[src/rtl/tft_spi_sink_pkg.sv]
// Shared definitions for the TFT SPI sink: decoder state encoding, the
// ILI9341 command codes it understands, and the command-to-state lookup.
package tft_spi_sink_pkg;

    typedef enum logic [2:0] {
        ST_IDLE,
        ST_PARAM_X,
        ST_PARAM_Y,
        ST_PIXEL,
        ST_IGNORE
    } sink_state_t;

    localparam logic [7:0] ILI9341_CASET = 8'h2A;
    localparam logic [7:0] ILI9341_PASET = 8'h2B;
    localparam logic [7:0] ILI9341_RAMWR = 8'h2C;

    // State the decoder enters when a command byte arrives.
    function automatic sink_state_t cmd_to_state(input logic [7:0] cmd);
        case (cmd)
            ILI9341_CASET: return ST_PARAM_X;
            ILI9341_PASET: return ST_PARAM_Y;
            ILI9341_RAMWR: return ST_PIXEL;
            default:       return ST_IGNORE;
        endcase
    endfunction

endpackage

[src/rtl/tft_spi_sink_if.sv]
// Four-wire write-only TFT SPI link (mode 0, MSB first).
//   sclk : SPI clock, idle low
//   mosi : serial data
//   csn  : chip select, active low
//   dcn  : 0 = command byte, 1 = data byte
// master = controller side (drives everything), slave = panel/sink side.
interface tft_spi_sink_if;
    logic sclk;
    logic mosi;
    logic csn;
    logic dcn;

    modport master (output sclk, output mosi, output csn, output dcn);
    modport slave  (input  sclk, input  mosi, input  csn, input  dcn);
endinterface

[src/rtl/tft_spi_sink_spi_byte_rx.sv]
// Generic SPI mode-0 byte receiver.
// Inputs are synchronised into clk, rising sclk is edge-detected and mosi is
// shifted in MSB first while csn is low. A completed byte is presented with a
// one-cycle byte_rdy pulse together with the dcn level seen at its 8th bit.
// csn high resets the bit counter so a partial byte is never emitted.
// Ports:
//   clk, rstn            : system clock, async active-low reset
//   sclk, mosi, csn, dcn : raw asynchronous SPI pins
//   byte_rdy             : 1-cycle strobe, byte_data/byte_dc valid
//   byte_data, byte_dc   : received byte and its data/command flag
//   csn_rise             : 1-cycle strobe when chip select is released,
//                          aligned to the same pipeline stage as byte_rdy
module spi_byte_rx #(
    parameter int SYNC_STAGES = 2
) (
    input  logic       clk,
    input  logic       rstn,
    input  logic       sclk,
    input  logic       mosi,
    input  logic       csn,
    input  logic       dcn,
    output logic       byte_rdy,
    output logic [7:0] byte_data,
    output logic       byte_dc,
    output logic       csn_rise
);

    // Packed as {dcn, csn, mosi, sclk}; csn resets high (deselected) so no
    // spurious chip-select edge is seen when reset is released.
    localparam logic [3:0] SYNC_RST = 4'b0100;

    logic [3:0] stage_d [SYNC_STAGES];
    logic [3:0] stage_q [SYNC_STAGES];

    assign stage_d[0] = {dcn, csn, mosi, sclk};

    genvar gi;
    generate
        for (gi = 0; gi < SYNC_STAGES; gi++) begin : g_sync
            if (gi > 0) begin : g_link
                assign stage_d[gi] = stage_q[gi-1];
            end
            always_ff @(posedge clk or negedge rstn) begin
                if (!rstn) stage_q[gi] <= SYNC_RST;
                else       stage_q[gi] <= stage_d[gi];
            end
        end
    endgenerate

    logic sclk_s, mosi_s, csn_s, dcn_s;
    assign {dcn_s, csn_s, mosi_s, sclk_s} = stage_q[SYNC_STAGES-1];

    logic       sclk_d_reg;
    logic       csn_d_reg;
    logic [6:0] shift_reg;
    logic [2:0] cnt_reg;
    logic       byte_rdy_reg;
    logic [7:0] byte_reg;
    logic       dc_reg;
    logic       csn_rise_reg;

    logic sclk_rise;
    assign sclk_rise = sclk_s & ~sclk_d_reg;

    always_ff @(posedge clk or negedge rstn) begin
        if (!rstn) begin
            sclk_d_reg   <= 1'b0;
            csn_d_reg    <= 1'b1;
            shift_reg    <= '0;
            cnt_reg      <= '0;
            byte_rdy_reg <= 1'b0;
            byte_reg     <= '0;
            dc_reg       <= 1'b0;
            csn_rise_reg <= 1'b0;
        end else begin
            sclk_d_reg   <= sclk_s;
            csn_d_reg    <= csn_s;
            byte_rdy_reg <= 1'b0;
            csn_rise_reg <= csn_s & ~csn_d_reg;
            if (csn_s) begin
                cnt_reg <= '0;
            end else if (sclk_rise) begin
                shift_reg <= {shift_reg[5:0], mosi_s};
                cnt_reg   <= cnt_reg + 3'd1;
                if (cnt_reg == 3'd7) begin
                    byte_rdy_reg <= 1'b1;
                    byte_reg     <= {shift_reg, mosi_s};
                    dc_reg       <= dcn_s;
                end
            end
        end
    end

    assign byte_rdy  = byte_rdy_reg;
    assign byte_data = byte_reg;
    assign byte_dc   = dc_reg;
    assign csn_rise  = csn_rise_reg;

endmodule

[src/rtl/tft_spi_sink.sv]
// Panel-side sink for the ILI9341-style TFT write stream.
// Decodes CASET/PASET (window) and RAMWR (pixel data), tracking the pixel
// address and emitting one strobe per 16-bit colour (low byte first).
// Ports:
//   clk, rstn      : system clock (>= 4x sclk), async active-low reset
//   spi            : SPI link, slave side
//   cmd_valid      : 1-cycle strobe per command byte; cmd_byte holds it
//   pix_valid      : 1-cycle strobe per pixel with pix_x/pix_y/pix_color
//   win_ovf        : pixels written after the window was exhausted (sat.)
//   ign_cnt        : unsupported command bytes received (sat.)
module tft_spi_sink
    import tft_spi_sink_pkg::*;
#(
    parameter int SYNC_STAGES = 2,
    parameter int CNT_WIDTH   = 16
) (
    input  logic                 clk,
    input  logic                 rstn,
    tft_spi_sink_if.slave        spi,
    output logic                 cmd_valid,
    output logic [7:0]           cmd_byte,
    output logic                 pix_valid,
    output logic [15:0]          pix_x,
    output logic [15:0]          pix_y,
    output logic [15:0]          pix_color,
    output logic [CNT_WIDTH-1:0] win_ovf,
    output logic [CNT_WIDTH-1:0] ign_cnt
);

    logic       byte_rdy;
    logic [7:0] byte_data;
    logic       byte_dc;
    logic       csn_rise;

    spi_byte_rx #(.SYNC_STAGES(SYNC_STAGES)) u_rx (
        .clk       (clk),
        .rstn      (rstn),
        .sclk      (spi.sclk),
        .mosi      (spi.mosi),
        .csn       (spi.csn),
        .dcn       (spi.dcn),
        .byte_rdy  (byte_rdy),
        .byte_data (byte_data),
        .byte_dc   (byte_dc),
        .csn_rise  (csn_rise)
    );

    sink_state_t          state_reg,     state_next;
    logic [1:0]           pcnt_reg,      pcnt_next;
    logic [15:0]          start_reg,     start_next;
    logic [7:0]           end_hi_reg,    end_hi_next;
    logic [15:0]          xs_reg,        xs_next;
    logic [15:0]          xe_reg,        xe_next;
    logic [15:0]          ys_reg,        ys_next;
    logic [15:0]          ye_reg,        ye_next;
    logic [15:0]          cur_x_reg,     cur_x_next;
    logic [15:0]          cur_y_reg,     cur_y_next;
    logic                 half_reg,      half_next;
    logic [7:0]           lo_reg,        lo_next;
    logic                 exh_reg,       exh_next;
    logic                 cmd_valid_reg, cmd_valid_next;
    logic [7:0]           cmd_byte_reg,  cmd_byte_next;
    logic                 pix_valid_reg, pix_valid_next;
    logic [15:0]          pix_x_reg,     pix_x_next;
    logic [15:0]          pix_y_reg,     pix_y_next;
    logic [15:0]          pix_color_reg, pix_color_next;
    logic [CNT_WIDTH-1:0] ovf_reg,       ovf_next;
    logic [CNT_WIDTH-1:0] ign_reg,       ign_next;

    always_ff @(posedge clk or negedge rstn) begin
        if (!rstn) begin
            state_reg     <= ST_IDLE;
            pcnt_reg      <= '0;
            start_reg     <= '0;
            end_hi_reg    <= '0;
            xs_reg        <= '0;
            xe_reg        <= '0;
            ys_reg        <= '0;
            ye_reg        <= '0;
            cur_x_reg     <= '0;
            cur_y_reg     <= '0;
            half_reg      <= 1'b0;
            lo_reg        <= '0;
            exh_reg       <= 1'b0;
            cmd_valid_reg <= 1'b0;
            cmd_byte_reg  <= '0;
            pix_valid_reg <= 1'b0;
            pix_x_reg     <= '0;
            pix_y_reg     <= '0;
            pix_color_reg <= '0;
            ovf_reg       <= '0;
            ign_reg       <= '0;
        end else begin
            state_reg     <= state_next;
            pcnt_reg      <= pcnt_next;
            start_reg     <= start_next;
            end_hi_reg    <= end_hi_next;
            xs_reg        <= xs_next;
            xe_reg        <= xe_next;
            ys_reg        <= ys_next;
            ye_reg        <= ye_next;
            cur_x_reg     <= cur_x_next;
            cur_y_reg     <= cur_y_next;
            half_reg      <= half_next;
            lo_reg        <= lo_next;
            exh_reg       <= exh_next;
            cmd_valid_reg <= cmd_valid_next;
            cmd_byte_reg  <= cmd_byte_next;
            pix_valid_reg <= pix_valid_next;
            pix_x_reg     <= pix_x_next;
            pix_y_reg     <= pix_y_next;
            pix_color_reg <= pix_color_next;
            ovf_reg       <= ovf_next;
            ign_reg       <= ign_next;
        end
    end

    always_comb begin
        state_next     = state_reg;
        pcnt_next      = pcnt_reg;
        start_next     = start_reg;
        end_hi_next    = end_hi_reg;
        xs_next        = xs_reg;
        xe_next        = xe_reg;
        ys_next        = ys_reg;
        ye_next        = ye_reg;
        cur_x_next     = cur_x_reg;
        cur_y_next     = cur_y_reg;
        half_next      = half_reg;
        lo_next        = lo_reg;
        exh_next       = exh_reg;
        cmd_valid_next = 1'b0;
        cmd_byte_next  = cmd_byte_reg;
        pix_valid_next = 1'b0;
        pix_x_next     = pix_x_reg;
        pix_y_next     = pix_y_reg;
        pix_color_next = pix_color_reg;
        ovf_next       = ovf_reg;
        ign_next       = ign_reg;

        if (byte_rdy) begin
            if (!byte_dc) begin
                // Any command aborts whatever was in progress.
                cmd_valid_next = 1'b1;
                cmd_byte_next  = byte_data;
                pcnt_next      = '0;
                half_next      = 1'b0;
                state_next     = cmd_to_state(byte_data);
                case (state_next)
                    ST_PIXEL: begin
                        cur_x_next = xs_reg;
                        cur_y_next = ys_reg;
                        exh_next   = 1'b0;
                    end
                    ST_IGNORE: begin
                        if (~&ign_reg) ign_next = ign_reg + CNT_WIDTH'(1);
                    end
                    default: ;
                endcase
            end else begin
                case (state_reg)
                    ST_PARAM_X, ST_PARAM_Y: begin
                        pcnt_next = pcnt_reg + 2'd1;
                        case (pcnt_reg)
                            2'd0: start_next[15:8] = byte_data;
                            2'd1: start_next[7:0]  = byte_data;
                            2'd2: end_hi_next      = byte_data;
                            default: begin
                                // Window only changes once all four bytes are in.
                                if (state_reg == ST_PARAM_X) begin
                                    xs_next = start_reg;
                                    xe_next = {end_hi_reg, byte_data};
                                end else begin
                                    ys_next = start_reg;
                                    ye_next = {end_hi_reg, byte_data};
                                end
                                state_next = ST_IDLE;
                            end
                        endcase
                    end
                    ST_PIXEL: begin
                        if (!half_reg) begin
                            lo_next   = byte_data;
                            half_next = 1'b1;
                        end else begin
                            half_next      = 1'b0;
                            pix_valid_next = 1'b1;
                            pix_x_next     = cur_x_reg;
                            pix_y_next     = cur_y_reg;
                            pix_color_next = {byte_data, lo_reg};
                            if (exh_reg && ~&ovf_reg) ovf_next = ovf_reg + CNT_WIDTH'(1);
                            if (cur_x_reg == xe_reg) begin
                                cur_x_next = xs_reg;
                                if (cur_y_reg == ye_reg) begin
                                    // Last cell written: wrap to the origin
                                    // and count everything after as overflow.
                                    cur_y_next = ys_reg;
                                    exh_next   = 1'b1;
                                end else begin
                                    cur_y_next = cur_y_reg + 16'd1;
                                end
                            end else begin
                                cur_x_next = cur_x_reg + 16'd1;
                            end
                        end
                    end
                    default: ;
                endcase
            end
        end

        // End of a csn frame drops a half-received pixel; the state persists.
        if (csn_rise) half_next = 1'b0;
    end

    assign cmd_valid = cmd_valid_reg;
    assign cmd_byte  = cmd_byte_reg;
    assign pix_valid = pix_valid_reg;
    assign pix_x     = pix_x_reg;
    assign pix_y     = pix_y_reg;
    assign pix_color = pix_color_reg;
    assign win_ovf   = ovf_reg;
    assign ign_cnt   = ign_reg;

endmodule
[src/flat_wrapper.sv]
// flat-port wrapper written by rule: the top's interface ports become plain ports
module tft_spi_sink_flat import tft_spi_sink_pkg::*;
#(
    parameter int SYNC_STAGES = 2,
    parameter int CNT_WIDTH   = 16
)
  (clk, rstn, cmd_valid, cmd_byte, pix_valid, pix_x, pix_y, pix_color, win_ovf, ign_cnt, spi_sclk, spi_mosi, spi_csn, spi_dcn);
  tft_spi_sink_if spi_i ();
  input  logic clk;
  input  logic rstn;
  output logic cmd_valid;
  output logic [7:0] cmd_byte;
  output logic pix_valid;
  output logic [15:0] pix_x;
  output logic [15:0] pix_y;
  output logic [15:0] pix_color;
  output logic [CNT_WIDTH-1:0] win_ovf;
  output logic [CNT_WIDTH-1:0] ign_cnt;
  input wire logic [$bits(spi_i.sclk)-1:0] spi_sclk;
  input wire logic [$bits(spi_i.mosi)-1:0] spi_mosi;
  input wire logic [$bits(spi_i.csn)-1:0] spi_csn;
  input wire logic [$bits(spi_i.dcn)-1:0] spi_dcn;
  assign spi_i.sclk = spi_sclk;
  assign spi_i.mosi = spi_mosi;
  assign spi_i.csn = spi_csn;
  assign spi_i.dcn = spi_dcn;
  tft_spi_sink #(.SYNC_STAGES(SYNC_STAGES), .CNT_WIDTH(CNT_WIDTH)) u_core (.clk(clk), .rstn(rstn), .spi(spi_i), .cmd_valid(cmd_valid), .cmd_byte(cmd_byte), .pix_valid(pix_valid), .pix_x(pix_x), .pix_y(pix_y), .pix_color(pix_color), .win_ovf(win_ovf), .ign_cnt(ign_cnt));
endmodule
[config.mk]
export PLATFORM = sky130hd
export DESIGN_NAME = tft_spi_sink_flat
export DESIGN_NICKNAME = d
export VERILOG_FILES = /design/src/rtl/tft_spi_sink_pkg.sv /design/src/rtl/tft_spi_sink_if.sv /design/src/rtl/tft_spi_sink_spi_byte_rx.sv /design/src/rtl/tft_spi_sink.sv /design/src/flat_wrapper.sv
export SDC_FILE = /design/constraint.sdc
export NUM_CORES = 1
export LEC_CHECK = 0
export CORE_UTILIZATION = 60
export DETAILED_ROUTE_END_ITERATION = 10
export DONT_BUFFER_PORTS = 1
export PLACE_DENSITY = 0.87
export SKIP_LAST_GASP = 1
export SLEW_MARGIN = 20
export SYNTH_ARGS = -nofsm -noshare
export SYNTH_HDL_FRONTEND = slang
export SYNTH_SLANG_ARGS = --single-unit
[constraint.sdc]
create_clock -name clk -period 2.45 [get_ports clk]
set_input_delay 0.3675 -clock clk [delete_from_list [all_inputs] [get_ports clk]]
set_output_delay 0.3675 -clock clk [all_outputs]
set_load 0.03 [all_outputs]
==> results of run 1 <==
-- placed cells by master (no fill, tap or decap), types with 3 or more instances in the layout --
cell	instances
sky130_fd_sc_hd__a211oi_1	6
sky130_fd_sc_hd__a21oi_1	9
sky130_fd_sc_hd__a22oi_1	13
sky130_fd_sc_hd__a2bb2oi_1	3
sky130_fd_sc_hd__a31oi_1	3
sky130_fd_sc_hd__and2_1	5
sky130_fd_sc_hd__and3_1	13
sky130_fd_sc_hd__and4_1	6
sky130_fd_sc_hd__buf_12	3
sky130_fd_sc_hd__buf_4	32
sky130_fd_sc_hd__bufinv_16	3
sky130_fd_sc_hd__clkbuf_1	7
sky130_fd_sc_hd__clkbuf_16	27
sky130_fd_sc_hd__clkbuf_8	6
sky130_fd_sc_hd__clkinv_2	5
sky130_fd_sc_hd__dfrtp_1	253
sky130_fd_sc_hd__dfstp_2	3
sky130_fd_sc_hd__dlygate4sd3_1	4
sky130_fd_sc_hd__ha_1	10
sky130_fd_sc_hd__inv_1	21
sky130_fd_sc_hd__mux2_2	113
sky130_fd_sc_hd__mux2i_1	24
sky130_fd_sc_hd__nand2_1	185
sky130_fd_sc_hd__nand2b_1	3
sky130_fd_sc_hd__nand3_1	26
sky130_fd_sc_hd__nand4_1	25
sky130_fd_sc_hd__nor2_1	21
sky130_fd_sc_hd__nor2b_1	3
sky130_fd_sc_hd__nor3_1	14
sky130_fd_sc_hd__nor3b_1	3
sky130_fd_sc_hd__nor4_1	4
sky130_fd_sc_hd__o211ai_1	13
sky130_fd_sc_hd__o21ai_0	29
sky130_fd_sc_hd__o2bb2ai_1	5
sky130_fd_sc_hd__or2_2	3
sky130_fd_sc_hd__or3_1	3
sky130_fd_sc_hd__xnor2_1	56
sky130_fd_sc_hd__xor2_1	12
-- cell families (layout without fill, tap and decap cells) --
kind of cell               count (synthesis)  in the layout  synth area share [%]
muxes                                    138            138                  13.6
xor gates and xnor gates                  70             70                  5.58
and+or+nand+nor                          326            326                  13.8
adders and majority gates                 10             10                  1.11
buffers and inverters                     71            110                  3.02
AOI/OAI and AO/OA                         95             95                  5.94
DFF                                      256            256                  57.0
-- routing by layer --
| layer | up-vias | track usage [%] |
|---|---|---|
| met2 | 295 | 45.3 |
| met5 | - | 0 |
| met3 | 64 | 4.73 |
| met4 | 0 | 8.95 |
| li1 | 3382 | - |
| met1 | 3847 | 37.1 |
-- metrics by stage --
| stage | power (mW) | utilization [%] |
|---|---|---|
| after floorplan | 4.44 | - |
| after global placement | 4.45 | 64.0 |
| after detailed placement | 4.46 | 64.0 |
| after CTS | 8.65 | 69.2 |
| after global routing | 8.82 | 69.2 |
| final | 8.60 | 69.2 |
-- layout make-up --
type | count | area, um^2
clock buffer | 40 | 785
clock inverter | 9 | 135
inverter | 22 | 82.6
sequential | 256 | 6410
fill | 1247 | 5580
timing repair buffer | 39 | 340
tap | 229 | 287
multi-input combinational | 639 | 4530
-- timing repair --
| item | CTS | global route |
|---|---|---|
| gates resized for setup | 0 | 0 |
| hold endpoints to repair | 260 | 256 |
| endpoints found under the setup margin | 0 | 0 |
-- path summary, 6_finish.rpt --
kind	start	end	slack (ns)	cells after the start
max in group asynchronous	rstn	u_core.u_rx.stage_d[2]$_DFF_PN1_	2.48	0
min	rstn	u_core.cur_x_reg[6]$_DFFE_PN0P_	-0.48	0
max	u_core.u_rx.byte_data[4]$_DFFE_PN0P_	u_core.cur_y_reg[13]$_DFFE_PN0P_	0.18	6
min reg2reg	u_core.u_rx.stage_d[3]$_DFF_PN0_	u_core.u_rx.dcn_s$_DFF_PN0_	0.35	0
min in group clk	u_core.u_rx.stage_d[3]$_DFF_PN0_	u_core.u_rx.dcn_s$_DFF_PN0_	0.35	0
max reg2reg	u_core.u_rx.byte_data[4]$_DFFE_PN0P_	u_core.cur_y_reg[13]$_DFFE_PN0P_	0.18	6
-- power breakdown --
part	total, mW	switching, mW	leakage [nW]	internal [mW]
Sequential	4.33	0.0367	3.54	4.29
Combinational	0.0619	0.0172	2.02	0.0447
Clock	4.21	1.68	0.456	2.53
-- worst register-to-register path, stage by stage, from the launching register on --
cell,delay [ns]
sky130_fd_sc_hd__dfrtp_1,0.60
sky130_fd_sc_hd__nor4b_4,0.46
sky130_fd_sc_hd__nand4_4,0.23
sky130_fd_sc_hd__and2_4,0.31
sky130_fd_sc_hd__nor2_2,0.19
sky130_fd_sc_hd__buf_4,0.24
sky130_fd_sc_hd__a22oi_1,0.11
==> impl_metrics.py, run 1 <==
metrics = {
    "status": {
        "outcome": "finished with violations",
        "violations": "design-rule violations, negative hold slack",
    },
    "place": {
        "post-dp-hpwl_mm": 16.8,
        "globalplace.congestion": 0.894,
        "place_inst": 1181,
        "place.port_buffers": 0,
        "worst_case_setup_slack_after_placement_ns": 0.257,
        "placement.cell_area_mm2": 0.0116,
    },
    "synth": {
        "sequential_area_share_after_synthesis_pct": 57.0,
        "ys_top_cells_by_area": "sky130_fd_sc_hd__dfrtp_1, sky130_fd_sc_hd__mux2_2, sky130_fd_sc_hd__nand2_1",
        "synthMostInstantiatedCell": "sky130_fd_sc_hd__dfrtp_1",
        "post-synth-top-area-fraction_pct": 56.3,
        "yosysWarnings": 0,
        "synth_largest_area_cell": "sky130_fd_sc_hd__dfrtp_1",
        "ys_seq_elements": 256,
        "syn_area_per_cell_um2": 11.7,
        "synth_async_sr_flop_share_pct": 100,
        "synth_edf_count": 0,
        "synth_flop_cell": "sky130_fd_sc_hd__dfrtp_1",
        "syn_inst": 966,
        "synthDistinctLibCells": 57,
        "yosys-top-cells-count": "sky130_fd_sc_hd__dfrtp_1, sky130_fd_sc_hd__nand2_1, sky130_fd_sc_hd__mux2_2",
        "synth_fp_nets": 982,
        "synth.cell_area_mm2": 0.0113,
    },
    "floorplanning": {
        "floorplan.initialDensity_pct": 62.0,
        "floorplan.io_pins": 96,
        "coreArea_mm2": 0.0181,
        "dieArea_mm2": 0.0193,
        "die_x_um": 139,
        "std_cell_rows": 49,
        "die-height_um": 139,
    },
    "clocking": {
        "tritoncts": "built",
        "cts.repair_timing.setup_buffer_count": 0,
        "clkSinkCount": 256,
        "ctsRootBufferMaster": "sky130_fd_sc_hd__clkbuf_16",
        "clock_path_buffers": 3,
        "clock_transition_at_the_registers_of_the_reported_paths_ns": 0.06,
        "clock_insertion_delay_at_the_later_pin_of_the_skew_report_ns": 0.56,
        "h-tree-depth": 1,
        "cts_hold_buffers": 4,
        "number_of_buffers_inserted_during_clock_tree_synthesis": 27,
    },
    "route": {
        "via_count": 7588,
        "ant_nets": 0,
        "routed_wire_length_per_instance_um": 21.1,
        "drtIter0Drc": 751,
        "vias_per_cell": 6.15,
        "wirelength_met1_mm": 10.9,
        "met3_wire_len_mm": 1.77,
        "met2_wirelength_mm": 12.5,
        "highest_layer": "met4",
        "wl_mm": 26.0,
        "route.detailed.drc": 7,
        "detailedRoute.firstPassIterationCount": 10,
    },
    "global_routing": {
        "first_pass_grt_wire_length_mm": 41.4,
        "globalRouteTotalUtil_pct": 27.4,
        "antenna_found_initial": 0,
        "gr-total-overflow": 0,
        "grt_max_degree": 257,
        "grt_pass1_vias": 7510,
    },
    "timing": {
        "post_route_setup_tns_ns": 0,
        "layout_worst_path_cycle_share_pct": 92.6,
        "whs_ns": -0.477,
        "final-hold-violation-count": 256,
        "maxClockFrequency_mhz": 441,
        "clock-skew-final_ns": 0.0220,
        "maxSlewHeadroom_pct": 61.3,
        "min_period_ns": 2.27,
        "grt_setup_unrepaired": "false",
        "worstMarginPinSlew_ns": 0.581,
        "finalSetupViolCount": 0,
        "timing_max_transition_violations_final": 0,
        "finalWorstSetupSlack_ns": 0.181,
    },
    "finish": {
        "final_cell_count_no_fill": 1234,
        "final_nets": 1001,
        "synthToLayoutAreaGrowth_pct": 11.7,
        "final_layout_size_suffix_gt1_share_pct": 21.3,
        "num_antenna_cells": 0,
        "final_area_mm2": 0.0126,
    },
    "setup_path": {
        "worst-path-buf-inv": 1,
        "cp_top_family": "simple AND/OR/NAND/NOR gates",
        "timing.critical_path.required_ns": 2.86,
        "crit_type": "flop to flop",
        "worstPathArrival_ns": 2.68,
        "cp-start-kind": "flop",
        "worstPathCellList": "nor4b_4 > nand4_4 > and2_4 > nor2_2 > buf_4 > a22oi_1",
        "path_max_fanout": 16,
        "critical_path.max_stage_delay_ns": 0.60,
        "worst_setup_path_end_kind": "flop",
        "worst_path_max_delay_cell": "sky130_fd_sc_hd__dfrtp_1",
    },
    "min_path": {
        "hold_class": "primary input to asynchronous set/reset pin",
    },
    "power_and_ir_drop": {
        "p_leak_nw": 6.02,
        "p_per_area_mw_per_mm2": 684,
        "peakVddDrop_mv": 0.559,
    },
    "flow_run": {
        "max_cap_violations": 0,
    },
}
No activity file was read; power rests on OpenSTA's default activity.
==> inputs of run 2 (changes only) <==
ABC_CLOCK_PERIOD_IN_PS = 2450   (was unset)
==> results of run 2 <==
The final DEF is identical to that of run 1; final timing and power are the same.
